### config.mk
export PLATFORM = sky130hd
export DESIGN_NAME = divider_seq
export DESIGN_NICKNAME = d
export VERILOG_FILES = /design/src/rtl/divider_seq_pkg.sv /design/src/rtl/divider_seq_div_step.sv /design/src/rtl/divider_seq.sv
export SDC_FILE = /design/constraint.sdc
export NUM_CORES = 1
export LEC_CHECK = 0
export CAP_MARGIN = 25
export CORE_MARGIN = 2
export CORE_UTILIZATION = 52
export CTS_BUF_LIST = sky130_fd_sc_hd__clkbuf_4 sky130_fd_sc_hd__clkbuf_8
export DETAILED_ROUTE_END_ITERATION = 10
export GPL_TIMING_DRIVEN = 0
export PLACE_DENSITY_LB_ADDON = 0.3
export SYNTH_ARGS = -nofsm -noshare
export SYNTH_HDL_FRONTEND = slang
export SYNTH_HIERARCHICAL = 1
export SYNTH_SLANG_ARGS = --single-unit
### constraint.sdc
create_clock -name clk -period 3.4 [get_ports clk]
set_input_delay 0.68 -clock clk [delete_from_list [all_inputs] [get_ports clk]]
set_output_delay 0.68 -clock clk [all_outputs]
set_load 0.03 [all_outputs]
### src/rtl/divider_seq_pkg.sv
// Shared types and constants for the sequential restoring divider.
package divider_seq_pkg;

  typedef enum logic [1:0] {
    IDLE   = 2'd0,
    RUN    = 2'd1,
    FINISH = 2'd2
  } state_t;

  localparam int DIV_WIDTH = 32;
  localparam int CNT_W = $clog2(DIV_WIDTH + 1);
  localparam logic [DIV_WIDTH-1:0] DZ_QUO = '1;

endpackage

### src/rtl/divider_seq_div_step.sv
// One restoring shift-and-subtract iteration, using invert-and-carry-in subtraction.
module div_step
  import divider_seq_pkg::*;
#(
  parameter int WIDTH = DIV_WIDTH
) (
  input  logic [WIDTH-1:0] rem,
  input  logic [WIDTH-1:0] quo,
  input  logic [WIDTH-1:0] divisor,
  output logic [WIDTH-1:0] rem_nxt,
  output logic [WIDTH-1:0] quo_nxt
);

  logic [WIDTH:0] sh;
  logic [WIDTH:0] trial;

  always_comb begin
    sh    = {rem, quo[WIDTH-1]};
    // trial bit WIDTH is the sign: set means the subtraction borrowed
    trial = sh + {1'b1, ~divisor} + {{WIDTH{1'b0}}, 1'b1};
    if (trial[WIDTH]) begin
      rem_nxt = sh[WIDTH-1:0];
    end else begin
      rem_nxt = trial[WIDTH-1:0];
    end
    quo_nxt = {quo[WIDTH-2:0], ~trial[WIDTH]};
  end

endmodule

### src/rtl/divider_seq.sv
// Multi-cycle restoring divider with start/busy/done handshake, one quotient bit per clock.
// Signed support is built only when SIGNED_DIV_EN is defined.
module divider_seq
  import divider_seq_pkg::*;
#(
  parameter int WIDTH = DIV_WIDTH
) (
  input  logic             clk,
  input  logic             rst_n,
  input  logic             start,
  input  logic [WIDTH-1:0] dividend,
  input  logic [WIDTH-1:0] divisor,
  input  logic             is_signed,
  output logic             busy,
  output logic             done,
  output logic [WIDTH-1:0] quotient,
  output logic [WIDTH-1:0] remainder,
  output logic             div_by_zero
);

  localparam int CW = (WIDTH == DIV_WIDTH) ? CNT_W : $clog2(WIDTH + 1);
  localparam logic [WIDTH-1:0] DZ_Q = (WIDTH == DIV_WIDTH) ? WIDTH'(DZ_QUO) : {WIDTH{1'b1}};

  state_t          state_q, state_d;
  logic [CW-1:0]   cnt_q;
  logic            accept, step, fin;

  logic [WIDTH-1:0] rem_q, quo_q, dvs_q, dvd_q;
  logic             dz_q;
  logic [WIDTH-1:0] rem_nxt, quo_nxt;
  logic [WIDTH-1:0] dvd_mag, dvs_mag;
  logic [WIDTH-1:0] quo_fix, rem_fix;

`ifdef SIGNED_DIV_EN
  logic dvd_neg, dvs_neg;
  logic dvd_neg_q, dvs_neg_q;

  assign dvd_neg = is_signed & dividend[WIDTH-1];
  assign dvs_neg = is_signed & divisor[WIDTH-1];
  assign dvd_mag = dvd_neg ? -dividend : dividend;
  assign dvs_mag = dvs_neg ? -divisor : divisor;

  always_ff @(posedge clk) begin
    if (accept) begin
      dvd_neg_q <= dvd_neg;
      dvs_neg_q <= dvs_neg;
    end
  end

  // MIN / -1 needs no special case: magnitude 2^(W-1) negates back to MIN
  assign quo_fix = (dvd_neg_q ^ dvs_neg_q) ? -quo_q : quo_q;
  assign rem_fix = dvd_neg_q ? -rem_q : rem_q;
`else
  logic unused_is_signed;

  assign unused_is_signed = is_signed;
  assign dvd_mag = dividend;
  assign dvs_mag = divisor;
  assign quo_fix = quo_q;
  assign rem_fix = rem_q;
`endif

  div_step #(.WIDTH(WIDTH)) u_step (
    .rem     (rem_q),
    .quo     (quo_q),
    .divisor (dvs_q),
    .rem_nxt (rem_nxt),
    .quo_nxt (quo_nxt)
  );

  always_comb begin
    state_d = state_q;
    accept  = 1'b0;
    step    = 1'b0;
    fin     = 1'b0;
    case (state_q)
      IDLE: begin
        if (start) begin
          accept  = 1'b1;
          state_d = (divisor == '0) ? FINISH : RUN;
        end
      end
      RUN: begin
        step = 1'b1;
        if (cnt_q == CW'(WIDTH - 1)) state_d = FINISH;
      end
      FINISH: begin
        fin     = 1'b1;
        state_d = IDLE;
      end
      default: state_d = IDLE;
    endcase
  end

  // Working datapath registers carry no reset; they are always loaded on accept
  always_ff @(posedge clk) begin
    if (accept) begin
      rem_q <= '0;
      quo_q <= dvd_mag;
      dvs_q <= dvs_mag;
      dvd_q <= dividend;
      dz_q  <= (divisor == '0);
    end else if (step) begin
      rem_q <= rem_nxt;
      quo_q <= quo_nxt;
    end
  end

  always_ff @(posedge clk or negedge rst_n) begin
    if (!rst_n) begin
      state_q     <= IDLE;
      cnt_q       <= '0;
      busy        <= 1'b0;
      done        <= 1'b0;
      quotient    <= '0;
      remainder   <= '0;
      div_by_zero <= 1'b0;
    end else begin
      state_q <= state_d;
      done    <= fin;
      if (accept) begin
        cnt_q <= '0;
      end else if (step) begin
        cnt_q <= cnt_q + CW'(1);
      end
      if (accept) begin
        busy <= 1'b1;
      end else if (done) begin
        busy <= 1'b0;
      end
      if (fin) begin
        div_by_zero <= dz_q;
        quotient    <= dz_q ? DZ_Q : quo_fix;
        remainder   <= dz_q ? dvd_q : rem_fix;
      end
    end
  end

endmodule
# Word level (Yosys, flattened, before mapping)
# Cells that the tools add are included.
[op_classes] addsub=3 n_mul=0 div=0 order_cmp=0 n_eq_ne=5 shifts=0 muxes=17 bitwise_logic=2 reduce_logical=5
[ops] op="$mux 32" count=5
[ops] op="$add 33x1->33 const B" count=1
[ops] op="$add 33x33->33" count=1
[ops] op="$logic_not 32->1" count=1
[ops] op="$not 32->32" count=1
[ops] op="$mux 6" count=2
[ops] op="$add 6x1->6 const B" count=1
[ops] op="$eq 6x5->1 const B" count=1
[ops] op="$mux 1" count=6
[ops] op="$mux 2" count=3
[ops] op="$ne 2x2->1 const B" count=2
[ops] op="$pmux 2 s2" count=1
[ops] op="$reduce_bool 2->1" count=2
[ops] op="$eq 2x1->1 const B" count=1
[ops] op="$eq 2x2->1 const B" count=1
[ops] op="$logic_not 2->1" count=1
[ops] op="$reduce_and 2->1" count=1
[ops] op="$not 1->1" count=1
[word_totals] reg_bits=204 latchBits=0 mem_bits_rw=0 rom_bits=0 in_bits=68 output_inout_bits=67 elab_cells=44 memories=0

# Longest topological paths before layout
[depth] ltp_word=6 ltp_mapped=17 mapped_depth_nobuf=15

# Cells and area by module
# Netlist, hierarchy kept.
[modules_own_cells] mod="divider_seq" n_inst=1 cells_per_inst=677 area_per_inst_um2=7666.1 seq_area_each_um2=5430.2
[modules_own_cells] mod="div_step" n_inst=1 cells_per_inst=340 area_per_inst_um2=2549.9 seq_area_each_um2=0.0

# Worst setup path after synthesis
# OpenSTA, ideal clock, no wires.
[synth_timing] path_type="register -> register" from="register quo_q[31], in the netlist quo_fix[31]" to="register rem_q[25], in the netlist rem_fix[25]" setup_time_ns=0.154 t_arrival_ns=3.130 required_time_ns=3.246 setup_slack_ns=0.116 stages_incl_launch_ff=18 n_path_buf=2 period_less_slack_ns=3.284 cell_sequence="edfxtp_1 > inv_1 > ha_1 > fa_1 > and2b_1 > o2111ai_2 > a21oi_2 > o211ai_2 > a211oi_4 > nor2_4 > mux2i_4 > and2_4 > buf_12 > inv_8 > buf_12 > mux2_4 > nand2_1 > a21oi_1"
[synth_via] elab_chain_len=3
[synth_rtl] element="from (decl)" line_no="divider_seq.sv:28" source="logic [WIDTH-1:0] rem_q, quo_q, dvs_q, dvd_q;"
[synth_rtl] element="from (signal assigned)" line_no="divider_seq.sv:99" source="quo_q <= dvd_mag;"
[synth_rtl] element="from (signal assigned)" line_no="divider_seq.sv:105" source="quo_q <= quo_nxt;"
[synth_rtl] element="$add 33x33->33" line_no="divider_seq_div_step.sv:20" source="trial = sh + {1'b1, ~divisor} + {{WIDTH{1'b0}}, 1'b1};"
[synth_rtl] element="$add 33x1->33" line_no="divider_seq_div_step.sv:20"
[synth_rtl] element="$mux 32" line_no="divider_seq_div_step.sv:21" source="if (trial[WIDTH]) begin"
[synth_rtl] element="net rem_nxt[25]" line_no="divider_seq.sv:30" source="logic [WIDTH-1:0] rem_nxt, quo_nxt;"
[synth_rtl] element="to (signal assigned)" line_no="divider_seq.sv:104" source="rem_q <= rem_nxt;"
[synth_rtl] element="to (decl)" line_no="divider_seq.sv:28"
# The timed path passes the listed nets, and every way through them passes these cells.
# A chain may end at the register's enable or synchronous reset.

# Worst setup path in the final report
[layout_timing] from="register quo_q[31], in the netlist quo_fix[31]" to="register rem_q[26], in the netlist rem_fix[26]"
# The elaborated chain is that of the path after synthesis.

==> results.md <==
Floorplan:
- The height of the chip is 144.2 µm.
- The die area is 0.02078 mm².
- The effective utilization at floorplan is 52.66%.
- During I/O placement, the number of pins put on the boundary was 135.
- The area of the core region is 0.01940 mm².
- Measured along the x axis, the die boundary spans 144.2 µm.
- In this run the core area contains 51 standard-cell rows.

Routing:
- The via density per instance is 5.366.
- After detailed routing, the number of remaining DRC violations is 0.
- In the final routed layout, each cell accounts on average for 17.46 µm.
- The count of routing violations after the opening detailed-route iteration is 575.
- The number of optimization iterations in the first detailed-route pass is 4.
- The wire length after detailed routing is 26,180 µm.
- The routed layout has 8,043 vias.
- The count of antenna-violating nets left after detailed routing is 0.

Logic synthesis:
- The synthesized netlist contains 65 unique library cells.
- The most used flip-flop cell after synthesis is edfxtp_1.
- The post-synthesis net count is 1,119.
- After synthesis, the cell types taking the most area are edfxtp_1 29%, dfrtp_1 18%, nand2_1 9.3%.
- The synthesized design devotes to its leading area cell type 28.51% of total area.
- The post-synthesis average cell area is 10.05 µm².
- The biggest area consumer among synthesized cells is edfxtp_1.
- For this run, asynchronously set or reset flops after synthesis account for 36.76%.
- The count of flip-flops with a built-in enable after synthesis is 97.
- During synthesis, Yosys emitted a total of 6 warnings.
- The instance count of the mapped netlist is 1,017.
- The flip-flop and latch count after synthesis is 204.
- Sequential cells were found to cover 53.15% of the synthesized design area.
- The mapped netlist covers 0.01022 mm².

Global routing:
- The number of global-route vias before repair is 7,659.
- Global routing consumed, over all layers together, 25.03% of the routing resources.
- The first global-routing pass estimated 39,740 µm of wire.
- For this run the aggregate overflow at the end of global routing stands at 0.
- Entering global routing, the biggest net connects 75 pins.
- The number of antenna violations at the first check in global routing came to 1.

STA:
- The final critical-path share of the clock period is 106.1%.
- Setup repair after global routing could not meet its margin everywhere.
- The number of hold-slack violations in the final timing report is 0.
- Hold is met by 0.07164 ns.
- The worst pin sits at a relative slew slack of 36.28%.
- Setup violations remaining at the end of the flow were counted as 29.
- The post-layout minimum cycle time is 3.606 ns.
- The transition at the pin with the smallest max-transition slack is 0.9558 ns.
- The setup clock skew after layout is 0.02146 ns.
- Setup slack on the critical path of the routed design comes to -0.2060 ns.
- The number of pins exceeding their max-slew limit in the final report is 0.
- Based on the critical path, the design can be clocked at up to 277.3 MHz.

Outcome:
- The run finished, with violations left.
- The checks that failed: negative setup slack.

Power:
- Registers are responsible for 32.6% of the overall power.
- Cell internal power was estimated by the tool at 7.010 mW.
- Net switching is 35.81% of the power.
- In this run, the clock network consumes 20.9% of the power.
- The proportion of power drawn by combinational gates is 46.5%.
- In this run the static leakage power is 5.809 nW.
- The ratio of total power to cell area is 840.9 mW/mm².
- The maximum vdd ir drop is 534.0 µV.
- The net switching power figure is 3.910 mW.

Placed design:
- Buffers placed on the I/O ports in this run total 133.
- The placed instance area is 0.01190 mm².
- The detailed-placement wirelength estimate is 18,320 µm.
- Including well taps, the total number of placed cells is 1,416.
- OpenSTA, run right after detailed placement, puts the worst setup slack at -0.5444 ns.
- The final estimated routing congestion in global placement is 0.8504.

Worst setup path:
- In this run the worst path has a maximum fanout of 6.
- The number of cells on the worst reg-to-reg path is 16.
- The endpoint identified for the worst register-to-register timing path is rem_fix[26].
- The critical path endpoint category is a register.
- STA classifies the critical path startpoint as a register.
- The launching point of the worst reg2reg path is quo_fix[31].
- The required time of the worst setup path is 3.76 ns.
- For the worst setup path, the data arrival time is 3.97 ns.
- The setup path with the least slack is of type register to register.
- The flop-to-flop setup slack is -0.21 ns.

Layout:
- The growth of design area from synthesis to finish is 27.13%.
- The top cell types in the final layout, fill and taps aside, are 234 x nand2_1, 132 x clkdlybuf4s50_1, 97 x edfxtp_1, 75 x o21ai_1, 75 x dfrtp_1.
- The post-route netlist has 18.80% of its cells at a drive strength greater than 1.
- Excluding fillers, the count of instances in the completed layout stands at 1,499.
- The design area is 0.01299 mm².
- At the end of the flow the core is filled with cells to 66.95%.
- The most common cell after layout, fill and taps aside is nand2_1.
- The count of inserted antenna diode cells is 0.
- The number of nets in the finished design is 1,309.

Clocking:
- In this run the number of H-tree levels came out at 2.
- After clock tree synthesis, the clock-pin slew on the worst setup and hold paths is 0.07 ns.
- The clock latency on the worst-skew pair is 0.53 ns.
- The longest clock path from root to sink contains 3 buffers.
- Clock tree synthesis found a total of 204 sinks.
- The cell sitting at the root of the clock tree is a clkbuf_8.
- TritonCTS built the clock tree.
- In this run, CTS created clock tree buffers numbering 36.

Worst hold path:
- The path category of the worst min-delay check is input port to asynchronous set/reset pin.

Flow run:
- The tool flagged a number of max-cap violations equal to 0.
## metal layers
metal | vias to the layer above | share of wire [%] | GRT usage (%)
li1 | 3870 | - | -
met1 | 3895 | 45 | 34.57
met5 | - | 0 | 0
met2 | 239 | 47 | 40.70
met3 | 39 | 6.2 | 5.166
met4 | 0 | 1.6 | 6.387
## stage by stage
stage / setup TNS, ns / power (mW)
2_1_floorplan: 0 / 6.859
3_3_place_gp: -84.24 / 7.690
3_5_place_dp: -12.26 / 7.789
4_1_cts: -4.488 / 10.65
5_1_grt: -5.959 / 11.56
6_report: -4.183 / 10.92
## sequential cells by signal, summed over array words and instances, names as in the netlist
signal,count
busy,1
dvs_q,32
state_q,2
rem_fix,32
dz_q,1
cnt_q,6
quo_fix,32
done,1
div_by_zero,1
dvd_q,32
quotient,32
remainder,32
## repair_timing
item                       in CTS  in global routing
gates resized for setup        35                 28
pin swaps                       9                 10
setup endpoints to repair      33                 33
setup buffers                  13                  4
hold buffers                    0                  0
gates cloned                    1                  1
## how the worst max path moves through the flow
stage                            from            to  slack, ns  depth (start not counted)
after CTS                 quo_fix[31]   rem_fix[26]      -0.22                         17
final                     quo_fix[31]   rem_fix[26]      -0.21                         16
after global routing      quo_fix[31]   rem_fix[26]      -0.26                         16
after detailed placement  quo_fix[31]   rem_fix[26]      -0.54                         17
after floorplan           quo_fix[31]   rem_fix[25]       0.12                         17
after global placement          rst_n  remainder[1]      -0.99                          1
## power by group through the flow
stage,Clock (mW),Combinational (mW),Sequential [mW]
detailed placement,0,4.18,3.61
floorplan,0,3.45,3.41
finish,2.28,5.08,3.56
global placement,0,4.10,3.59
CTS,2.31,4.77,3.56
global route,2.42,5.52,3.61
## Yosys cell counts, types with 5 or more instances
cell type,number
nand2_1,254
edfxtp_1,97
dfrtp_1,75
o21ai_1,72
a21oi_1,60
nor2_1,43
inv_1,40
buf_4,37
mux2i_1,34
ha_1,33
dfxtp_1,32
buf_2,26
o21ai_0,20
mux2_4,19
clkbuf_1,15
nand3_1,14
xnor2_1,14
a21o_1,13
xor2_1,12
nand4_1,8
nor4_1,8
and3_1,7
nor3_1,6
a31oi_1,5
o21a_1,5
o31ai_1,5
## kinds of logic (layout without fill, tap and decap cells)
family | after synthesis | count (layout) | share of synthesized area, %
mux | 58 | 58 | 6.785
fa+ha+maj | 34 | 34 | 4.238
simple gates | 363 | 363 | 14.87
flops | 204 | 204 | 53.15
buf+inv | 125 | 342 | 6.822
compound gates | 207 | 207 | 11.90
xor+xnor | 26 | 26 | 2.229
## area by class of cell
class / instances / area, µm²
Fill cell: 1558 / 6411
Timing Repair Buffer: 153 / 1548
Buffer: 80 / 504.2
Clock buffer: 58 / 685.7
Tap cell: 265 / 331.6
Inverter: 44 / 177.7
Clock inverter: 7 / 37.54
Sequential cell: 204 / 5430
Multi-Input combinational cell: 688 / 4273
## worst max-delay path: stages, from the launching register on
cell and delay [ns]:
edfxtp_1 0.47, inv_2 0.08, ha_4 0.17, fa_2 0.34
and2b_1 0.24, o2111ai_2 0.13, a21oi_2 0.22, o211ai_2 0.15
a211oi_4 0.38, nor2_4 0.09, mux2i_4 0.28, and2_4 0.26
inv_12 0.06, buf_12 0.14, mux2_4 0.30, nand2_2 0.07
a21oi_2 0.05
Power figures use the tool's default switching activity.
